**src/rtl/uart_tx_fifo_pkg.sv**
```systemverilog
// ============================================================================
// Module : uart_pkg
// Brief  : Shared constants and FSM state type for the UART transmit FIFO.
// Rev    : 1.0  initial release
// ============================================================================
`default_nettype none

package uart_pkg;

   localparam int c_DATA_W = 8;
   localparam int c_DEPTH  = 16;
   localparam int c_PTR_W  = $clog2(c_DEPTH);

   typedef enum logic [1:0] {
      IDLE  = 2'b00,
      START = 2'b01,
      BUSY  = 2'b10
   } tx_fifo_state_t;

endpackage

`default_nettype wire

```
**src/rtl/uart_tx_fifo_if.sv**
```systemverilog
// ============================================================================
// Module : uart_tx_fifo_if
// Brief  : Host write port plus transmitter handshake of the UART TX FIFO.
//          almost_full exists only when UART_TX_FIFO_AF_EN is defined.
// Rev    : 1.0  initial release
// ============================================================================
`default_nettype none

interface uart_tx_fifo_if #(
   parameter int DATA_W = uart_pkg::c_DATA_W,
   parameter int DEPTH  = uart_pkg::c_DEPTH
);
   localparam int c_CNT_W = $clog2(DEPTH) + 1;

   logic                wr_en;
   logic [DATA_W-1:0]   wr_data;
   logic                full;
   logic                empty;
   logic [c_CNT_W-1:0]  count;
   logic                overflow;
   logic [DATA_W-1:0]   tx_data;
   logic                tx_start;
   logic                tx_done_tick;
`ifdef UART_TX_FIFO_AF_EN
   logic                almost_full;

   modport master (
      output wr_en, wr_data, tx_done_tick,
      input  full, empty, count, overflow, tx_data, tx_start, almost_full
   );
   modport slave (
      input  wr_en, wr_data, tx_done_tick,
      output full, empty, count, overflow, tx_data, tx_start, almost_full
   );
`else
   modport master (
      output wr_en, wr_data, tx_done_tick,
      input  full, empty, count, overflow, tx_data, tx_start
   );
   modport slave (
      input  wr_en, wr_data, tx_done_tick,
      output full, empty, count, overflow, tx_data, tx_start
   );
`endif

endinterface

`default_nettype wire

```
**src/rtl/uart_tx_fifo_mem.sv**
```systemverilog
// ============================================================================
// Module : uart_fifo_mem
// Brief  : DEPTH x DATA_W register file, synchronous write, asynchronous read.
// Rev    : 1.0  initial release
// ============================================================================
`default_nettype none

module uart_fifo_mem
   import uart_pkg::*;
#(
   parameter int DATA_W = c_DATA_W,
   parameter int DEPTH  = c_DEPTH,
   parameter int AW     = $clog2(DEPTH)
) (
   input  logic              clk,
   input  logic              i_wr_en,
   input  logic [AW-1:0]     i_wr_addr,
   input  logic [DATA_W-1:0] i_wr_data,
   input  logic [AW-1:0]     i_rd_addr,
   output logic [DATA_W-1:0] o_rd_data
);

   logic [DATA_W-1:0] r_mem [DEPTH];

   always_ff @(posedge clk) begin
      if (i_wr_en) begin
         r_mem[i_wr_addr] <= i_wr_data;
      end
   end

   assign o_rd_data = r_mem[i_rd_addr];

endmodule

`default_nettype wire

```
**src/rtl/uart_tx_fifo.sv**
```systemverilog
// ============================================================================
// Module : uart_tx_fifo
// Brief  : Byte FIFO feeding a UART transmitter one frame at a time.
//          Define UART_TX_FIFO_AF_EN to add the almost_full flag.
// Rev    : 1.0  initial release
// ============================================================================
`default_nettype none

module uart_tx_fifo
   import uart_pkg::*;
#(
   parameter int DATA_W   = c_DATA_W,
   parameter int DEPTH    = c_DEPTH,
   parameter int AF_LEVEL = 12
) (
   input  logic           clk,
   input  logic           reset,
   uart_tx_fifo_if.slave  bus
);

   localparam int              c_AW       = $clog2(DEPTH);
   localparam int              c_CW       = c_AW + 1;
   localparam logic [c_CW-1:0] c_FULL_CNT = c_CW'(DEPTH);

   if ((DEPTH < 2) || ((DEPTH & (DEPTH - 1)) != 0)) begin : g_bad_depth
      $error("uart_tx_fifo: DEPTH must be a power of two >= 2");
   end
   if ((AF_LEVEL < 1) || (AF_LEVEL > DEPTH)) begin : g_bad_af_level
      $error("uart_tx_fifo: AF_LEVEL must lie in 1..DEPTH");
   end

   logic [c_AW-1:0]   r_wr_ptr;
   logic [c_AW-1:0]   r_rd_ptr;
   logic [c_CW-1:0]   r_count;
   logic              r_full;
   logic              r_empty;
   tx_fifo_state_t    r_state;
   logic [DATA_W-1:0] r_tx_data;
   logic              r_tx_start;
   logic [DATA_W-1:0] w_rd_data;
   logic              w_push;
   logic              w_pop;
   logic [c_CW-1:0]   w_count_nxt;

   // full is the registered flag, so a write while full is dropped even if a pop lands the same cycle
   assign w_push = bus.wr_en & ~r_full;
   assign w_pop  = (r_state == IDLE) & ~r_empty;

   always_comb begin
      w_count_nxt = r_count;
      case ({w_push, w_pop})
         2'b10:   w_count_nxt = r_count + c_CW'(1);
         2'b01:   w_count_nxt = r_count - c_CW'(1);
         default: w_count_nxt = r_count;
      endcase
   end

   uart_fifo_mem #(
      .DATA_W (DATA_W),
      .DEPTH  (DEPTH),
      .AW     (c_AW)
   ) u_mem (
      .clk       (clk),
      .i_wr_en   (w_push),
      .i_wr_addr (r_wr_ptr),
      .i_wr_data (bus.wr_data),
      .i_rd_addr (r_rd_ptr),
      .o_rd_data (w_rd_data)
   );

   always_ff @(posedge clk or negedge reset) begin
      if (!reset) begin
         r_wr_ptr <= '0;
         r_rd_ptr <= '0;
         r_count  <= '0;
         r_full   <= 1'b0;
         r_empty  <= 1'b1;
      end else begin
         if (w_push) begin
            r_wr_ptr <= r_wr_ptr + c_AW'(1);
         end
         if (w_pop) begin
            r_rd_ptr <= r_rd_ptr + c_AW'(1);
         end
         r_count <= w_count_nxt;
         r_full  <= (w_count_nxt == c_FULL_CNT);
         r_empty <= (w_count_nxt == '0);
      end
   end

   // The byte is popped at load, so a slot frees while its frame is still on the wire
   always_ff @(posedge clk or negedge reset) begin
      if (!reset) begin
         r_state    <= IDLE;
         r_tx_data  <= '0;
         r_tx_start <= 1'b0;
      end else begin
         case (r_state)
            IDLE: begin
               r_tx_start <= 1'b0;
               if (w_pop) begin
                  r_tx_data <= w_rd_data;
                  r_state   <= START;
               end
            end
            START: begin
               r_tx_start <= 1'b1;
               r_state    <= BUSY;
            end
            BUSY: begin
               r_tx_start <= 1'b0;
               if (bus.tx_done_tick) begin
                  r_state <= IDLE;
               end
            end
            default: begin
               r_tx_start <= 1'b0;
               r_state    <= IDLE;
            end
         endcase
      end
   end

   assign bus.full     = r_full;
   assign bus.empty    = r_empty;
   assign bus.count    = r_count;
   assign bus.overflow = bus.wr_en & r_full;
   assign bus.tx_data  = r_tx_data;
   assign bus.tx_start = r_tx_start;

`ifdef UART_TX_FIFO_AF_EN
   logic r_almost_full;

   always_ff @(posedge clk or negedge reset) begin
      if (!reset) begin
         r_almost_full <= 1'b0;
      end else begin
         r_almost_full <= (w_count_nxt >= c_CW'(AF_LEVEL));
      end
   end

   assign bus.almost_full = r_almost_full;
`endif

endmodule

`default_nettype wire

```
**src/flat_wrapper.sv**
```systemverilog
// flat-port wrapper written by rule: the top's interface ports become plain ports
module uart_tx_fifo_flat import uart_pkg::*;
#(
   parameter int DATA_W   = c_DATA_W,
   parameter int DEPTH    = c_DEPTH,
   parameter int AF_LEVEL = 12
)
  (clk, reset, bus_wr_en, bus_wr_data, bus_tx_done_tick, bus_full, bus_empty, bus_count, bus_overflow, bus_tx_data, bus_tx_start);
  uart_tx_fifo_if #(.DATA_W(DATA_W), .DEPTH(DEPTH)) bus_i ();
  input  logic clk;
  input  logic reset;
  input wire logic [$bits(bus_i.wr_en)-1:0] bus_wr_en;
  input wire logic [$bits(bus_i.wr_data)-1:0] bus_wr_data;
  input wire logic [$bits(bus_i.tx_done_tick)-1:0] bus_tx_done_tick;
  output wire logic [$bits(bus_i.full)-1:0] bus_full;
  output wire logic [$bits(bus_i.empty)-1:0] bus_empty;
  output wire logic [$bits(bus_i.count)-1:0] bus_count;
  output wire logic [$bits(bus_i.overflow)-1:0] bus_overflow;
  output wire logic [$bits(bus_i.tx_data)-1:0] bus_tx_data;
  output wire logic [$bits(bus_i.tx_start)-1:0] bus_tx_start;
  assign bus_i.wr_en = bus_wr_en;
  assign bus_i.wr_data = bus_wr_data;
  assign bus_i.tx_done_tick = bus_tx_done_tick;
  assign bus_full = bus_i.full;
  assign bus_empty = bus_i.empty;
  assign bus_count = bus_i.count;
  assign bus_overflow = bus_i.overflow;
  assign bus_tx_data = bus_i.tx_data;
  assign bus_tx_start = bus_i.tx_start;
  uart_tx_fifo #(.DATA_W(DATA_W), .DEPTH(DEPTH), .AF_LEVEL(AF_LEVEL)) u_core (.clk(clk), .reset(reset), .bus(bus_i));
endmodule
```
**config.mk**
```make
export PLATFORM = sky130hd
export DESIGN_NAME = uart_tx_fifo_flat
export DESIGN_NICKNAME = d
export VERILOG_FILES = /design/src/rtl/uart_tx_fifo_pkg.sv /design/src/rtl/uart_tx_fifo_if.sv /design/src/rtl/uart_tx_fifo_mem.sv /design/src/rtl/uart_tx_fifo.sv /design/src/flat_wrapper.sv
export SDC_FILE = /design/constraint.sdc
export NUM_CORES = 1
export LEC_CHECK = 0
export CAP_MARGIN = 20
export CORE_ASPECT_RATIO = 1.2
export CORE_MARGIN = 2
export CORE_UTILIZATION = 30
export CTS_BUF_LIST = sky130_fd_sc_hd__clkbuf_8
export DETAILED_ROUTE_END_ITERATION = 7
export DONT_BUFFER_PORTS = 1
export PLACE_DENSITY = 0.49
export REMOVE_ABC_BUFFERS = 1
export SLEW_MARGIN = 20
export SYNTH_ARGS = -nofsm -noshare
export SYNTH_HDL_FRONTEND = slang
export SYNTH_SLANG_ARGS = --single-unit
export TNS_END_PERCENT = 100
```
**constraint.sdc**
```tcl
create_clock -name clk -period 2.9 [get_ports clk]
set_input_delay 0.145 -clock clk [delete_from_list [all_inputs] [get_ports clk]]
set_output_delay 0.145 -clock clk [all_outputs]
set_load 0.03 [all_outputs]
```
### After elaboration in Yosys (flattened, before gate mapping)

Memory sizes are Yosys's and may differ from the RTL's. A register that Yosys moved wholly into a read port is not among the register bits.
Cells that the tools add are included.

* bits in registers: 18
* RAM bits: 128
* input port bits: 12
* output and inout port bits: 17
* memories: 1

* add/sub/neg operators: 4
* equal/unequal tests: 7
* mux-type cells: 7
* bitwise gates (word level): 5
* reductions and logical operators: 5

Memories
* u_core.u_mem.r_mem: words 16, bits a word 8, rd ports 1, clocked after Yosys merged registers in 1, wr ports 1, line uart_tx_fifo_mem.sv:23 `logic [DATA_W-1:0] r_mem [DEPTH];`

Operators by type and width (count)
* 5-bit one-hot mux with 2 select lines: 1
* 4-bit by 1-bit adder with 4-bit output, second input constant: 2
* 2-bit one-hot mux with 3 select lines: 1
* 5-bit by 1-bit adder with 5-bit output, second input constant: 1
* 5-bit == test, second input constant: 1
* 5-bit logical NOT: 1
* 5-bit by 1-bit subtractor with 5-bit output, second input constant: 1
* 2-bit by 1-bit == test with 1-bit output, second input constant: 2
* 2-bit == test, second input constant: 2
* 2-bit 2-to-1 mux: 2
* 2-bit AND reduction: 2
* 1-bit AND: 3
* 1-bit 2-to-1 mux: 3
* 2-bit logical NOT: 1
* 2-bit by 1-bit != test with 1-bit output, second input constant: 1
* 2-bit != test, second input constant: 1
* 1-bit NOT: 2
* 1-bit logical NOT: 1

### Depth between registers and ports, before layout

* word-level depth: 5
* depth in mapped cells: 12
* gate-level depth less buffers: 10

### Hierarchy

Synthesis repeated with hierarchy kept, for this count alone.

* cell total of the unflattened synthesis: 321
* area total of the unflattened synthesis: 6232.2 um^2

Modules (own cells, without submodules)
* uart_fifo_mem: instances 1, cells an instance 221, area each 4987.3 um^2
* uart_tx_fifo: instances 1, cells an instance 100, area each 1244.9 um^2

### Worst setup path before layout

OpenSTA, ideal clock, no wires.

* kind: register -> register
* start: register u_core.r_full, in the netlist u_core.bus.full
* end: register u_core.r_full, in the netlist u_core.bus.full
* setup time: 0.080 ns
* data arrival time: 2.538 ns
* path slack: 0.282 ns
* stages on the path, launching flop included: 13
* buffers on the path: 2
* cells stage by stage: dfrtp_1 -> nor2b_1 -> clkbuf_1 -> inv_1 -> ha_1 -> buf_4 -> xor2_1 -> ha_1 -> a21oi_1 -> mux2i_1 -> xnor2_1 -> or2_1 -> nor3b_2

* word-level cells in the longest chain between the ends: 5
* elaborated cells on any way between the ends: 6
* those cells by class: eq/ne: 3; mux: 1; bitwise: 2

Ends and longest elaborated chain
* start, declared: line uart_tx_fifo.sv:35 `logic r_full;`
* start signal, assigned: line uart_tx_fifo.sv:86 `r_full <= (w_count_nxt == c_FULL_CNT);`
* 1-bit NOT *: line uart_tx_fifo.sv:46 `assign w_push = bus.wr_en & ~r_full;`
* 1-bit AND *: line uart_tx_fifo.sv:46
* 2-bit by 1-bit == test with 1-bit output / 2-bit == test (equally long branches): line uart_tx_fifo.sv:51 `case ({w_push, w_pop})`
* 5-bit one-hot mux with 2 select lines *: line uart_tx_fifo.sv:51
* net u_core.w_count_nxt[2]: line uart_tx_fifo.sv:43 `logic [c_CW-1:0] w_count_nxt;`
* 5-bit == test *: line uart_tx_fifo.sv:86

Mark *: on every way through the listed nets, which the timed path passes. The rest lies on a longest branch.
A chain may end at the register's enable or synchronous reset.

### Worst setup path in the final report

* start: register u_core.r_empty, in the netlist u_core.bus.empty
* end: register u_core.r_empty, in the netlist u_core.bus.empty

* word-level cells in the longest chain between the ends: 5
* elaborated cells on any way between the ends: 6
* those cells by class: eq/ne: 2; mux: 1; bitwise: 2; reduce/logical: 1

Ends and longest elaborated chain
* start, declared: line uart_tx_fifo.sv:36 `logic r_empty;`
* start signal, assigned: line uart_tx_fifo.sv:87 `r_empty <= (w_count_nxt == '0);`
* 1-bit NOT *: line uart_tx_fifo.sv:47 `assign w_pop = (r_state == IDLE) & ~r_empty;`
* 1-bit AND *: line uart_tx_fifo.sv:47
* 2-bit by 1-bit == test with 1-bit output / 2-bit == test (equally long branches): line uart_tx_fifo.sv:51
* 5-bit one-hot mux with 2 select lines *: line uart_tx_fifo.sv:51
* net u_core.w_count_nxt[2]: line uart_tx_fifo.sv:43
* 5-bit logical NOT *: line uart_tx_fifo.sv:87

Marks and branches as above.

==> results.ini <==
[run_status]
status=complete, no violations

[timing]
rsz0062_at_grt=no
finalSetupViolations=0
slew_headroom=0.4374
finClkSkew_ns=0.01053
slew_viol_final=0
max_freq_ghz=0.4050
min_period_over_period=0.8515
tightest_slew_ns=0.8438
period_minus_slack_ns=2.469
fin_setup_tns_ns=0
hold_viol=0

[cells_and_area]
fin_nets=376
drive_above_1_share=0.2114
mostFrequentLayoutCells=edfxtp_1 (128), mux4_2 (29), dfrtp_1 (24), mux2i_1 (18)
layout.cells.most_common=edfxtp_1
antennaDiodeCount=0
syn2layout_area_growth_pct=12.44
utilization=0.3454

[yosys]
synth_edf_count=128
ys_top_cells_by_area=edfxtp_1 (61%), mux4_2 (10%), dfrtp_1 (10%)
netlist_area_sq_um=6266
yosysTopAreaCellShare=0.6134
ys_seq_area_frac=0.7175
async_flop_share=0.1688
synth_ff_type=edfxtp_1
synth_cell_types=43
syn_area_per_cell_sq_um=18.70
yosys_register_bits=154
ys.warnings.count=0
netlist_instances=335
synth_top_cell_by_area=edfxtp_1

[place]
routabilityCongestion=0.7240
dpl.hpwl_um=7722
io_buffers=0

[global_routing]
antenna_found_initial=0
grt_pass1_wl_um=18550
grt_start_max_net_pins=36
grt-ovfl-total=0
first_global_vias=3196
grt_util_all_layers=0.1186

[clock_network]
holdBufCountCts=11
clock_latency_ns=0.46
clkTransAtPathRegs_ns=0.09
cts_setup_buffers=0
clockRootBuffer=clkbuf_8
cts_buffers=17
tritoncts=yes
ctsResizeCount=0
cts_buffer_depth=2
cts.htree.levels=4
clock_sinks=154

[pwr]
power_density_nw_per_um2=994.6
vdd_ir_drop_max_v=0.0005564
total_power_uw=7008
p_leak_uw=0.002374

[worst_setup_path]
r2r-start=u_core.bus.empty$_DFF_PN1_
path_class=reg2reg
crit_fanout=7
start_kind=flip-flop
critPathRequiredTime_ns=3.27
rr_endpoint=u_core.bus.empty$_DFF_PN1_
reg2reg_depth=10
crit_end=u_core.bus.empty$_DFF_PN1_
r2r_slack_ns=0.43
critPathLaunch=u_core.bus.empty$_DFF_PN1_
crit_arrival_ns=2.84
crit_path_end_kind=flip-flop

[route]
dr.pass1.iters=4
ant_nets=0
drt_first_iter_violations=139
drt-total-wl_um=12100
wl_per_cell_um=19.09
via_per_inst=4.650
drc=0
vias=2948

[floorplan]
die_area_sq_um=22060
coreArea_sq_um=20400
die_width_um=135.9
initial_core_util=0.3072
fp.dieH_um=162.3
io_pins=29
rows=57

[worst_hold_path]
worst_hold_path_type=in2async

[flow_run]
drv_cap=0

-- synthesized netlist by cell type (2+ instances only) --
library cell / n
ha_1: 8
mux4_2: 29
xnor2_1: 8
dfrtp_1: 25
nand3b_1: 3
buf_4: 4
o21ai_0: 3
mux2i_1: 18
xor2_1: 3
a21oi_1: 12
nor3_1: 3
edfxtp_1: 128
nand2_1: 9
nor2_1: 11
o21ai_1: 7
and2_1: 17
mux4_1: 3
clkbuf_1: 2
buf_2: 8
nand4_1: 2
nand2b_1: 2
inv_1: 5
nor3b_1: 3
nor2b_1: 3
-- area by class of cell --
cell class	instances	area (sq um)
clock inverter	15	143.9
fill	1959	13350
multi-input combinational	158	1624
clock buffer	17	234.0
tap	265	331.6
inverter	6	22.52
sequential	154	4497
timing repair buffer	19	192.7
-- state kept, by name (all words and copies together) (netlist names) --
name	cells
u_core.bus.tx_data	8
u_core.r_state	2
u_core.r_rd_ptr	4
u_core.bus.tx_start	1
u_core.bus.empty	1
u_core.bus.full	1
u_core.u_mem.r_mem	128
u_core.bus.count	5
u_core.r_wr_ptr	4
-- power by group --
part | switching (uW) | internal [uW] | leakage (uW) | total [uW]
clock network | 900 | 642 | 0.000190 | 1540
logic | 1090 | 1030 | 0.000715 | 2130
registers | 555 | 2780 | 0.00147 | 3340
total | 2550 | 4460 | 0.00237 | 7010
-- stage by stage --
| step | instances | cell area [sq um] | hold slack [ns] | setup slack [ns] |
|---|---|---|---|---|
| after floorplan | 318 | 6142 | -0.1506 | 0.2173 |
| after global placement | 591 | 6548 | -0.1500 | 0.4716 |
| after detailed placement | 591 | 6548 | -0.1500 | 0.4134 |
| after CTS | 634 | 7046 | 0.09564 | 0.3860 |
| after global routing | 634 | 7046 | 0.1097 | 0.1761 |
| final | 634 | 7046 | 0.1227 | 0.4307 |
-- critical path, cell delays in order, from the launching register on --
cell,delay [ns]
dfstp_2,0.63
or3_1,0.17
inv_2,0.08
ha_1,0.21
xor2_1,0.17
ha_1,0.24
a21oi_1,0.15
mux2i_1,0.23
xnor2_1,0.09
or2_1,0.27
nor3_1,0.16
-- per-layer routing --
layer,routed length [um],track usage,vias to the layer above
met5,0,0,-
met4,200,0.04877,0
met3,511,0.03402,14
met2,6264,0.1979,54
met1,5127,0.1443,1530
li1,-,-,1350
-- how the worst min path moves through the flow --
stage / slack (ns) / to / cells after the start / start
2_1_floorplan: -0.15 / u_core.bus.count[0]$_DFF_PN0_ / 0 / reset
3_3_place_gp: -0.15 / u_core.bus.count[3]$_DFF_PN0_ / 0 / reset
3_5_place_dp: -0.15 / u_core.bus.count[3]$_DFF_PN0_ / 0 / reset
4_1_cts: 0.1 / u_core.bus.tx_start$_DFF_PN0_ / 2 / reset
5_1_grt: 0.11 / u_core.bus.count[4]$_DFF_PN0_ / 2 / reset
6_report: 0.12 / u_core.r_wr_ptr[3]$_DFFE_PN0P_ / 2 / reset
-- kinds of logic (layout without fill, tap and decap cells) --
logic type	count (synthesis)	after routing	share of synthesized area
multiplexers	51	51	0.1474
AO/OA/AOI/OAI	26	26	0.02336
adder cells (fa/ha/maj)	8	8	0.01598
XOR/XNOR	11	11	0.01538
AND/OR/NAND/NOR	62	62	0.05711
flip-flops	154	154	0.7175
buffers and inverters	23	57	0.02336
Power figures use the tool's default switching activity.
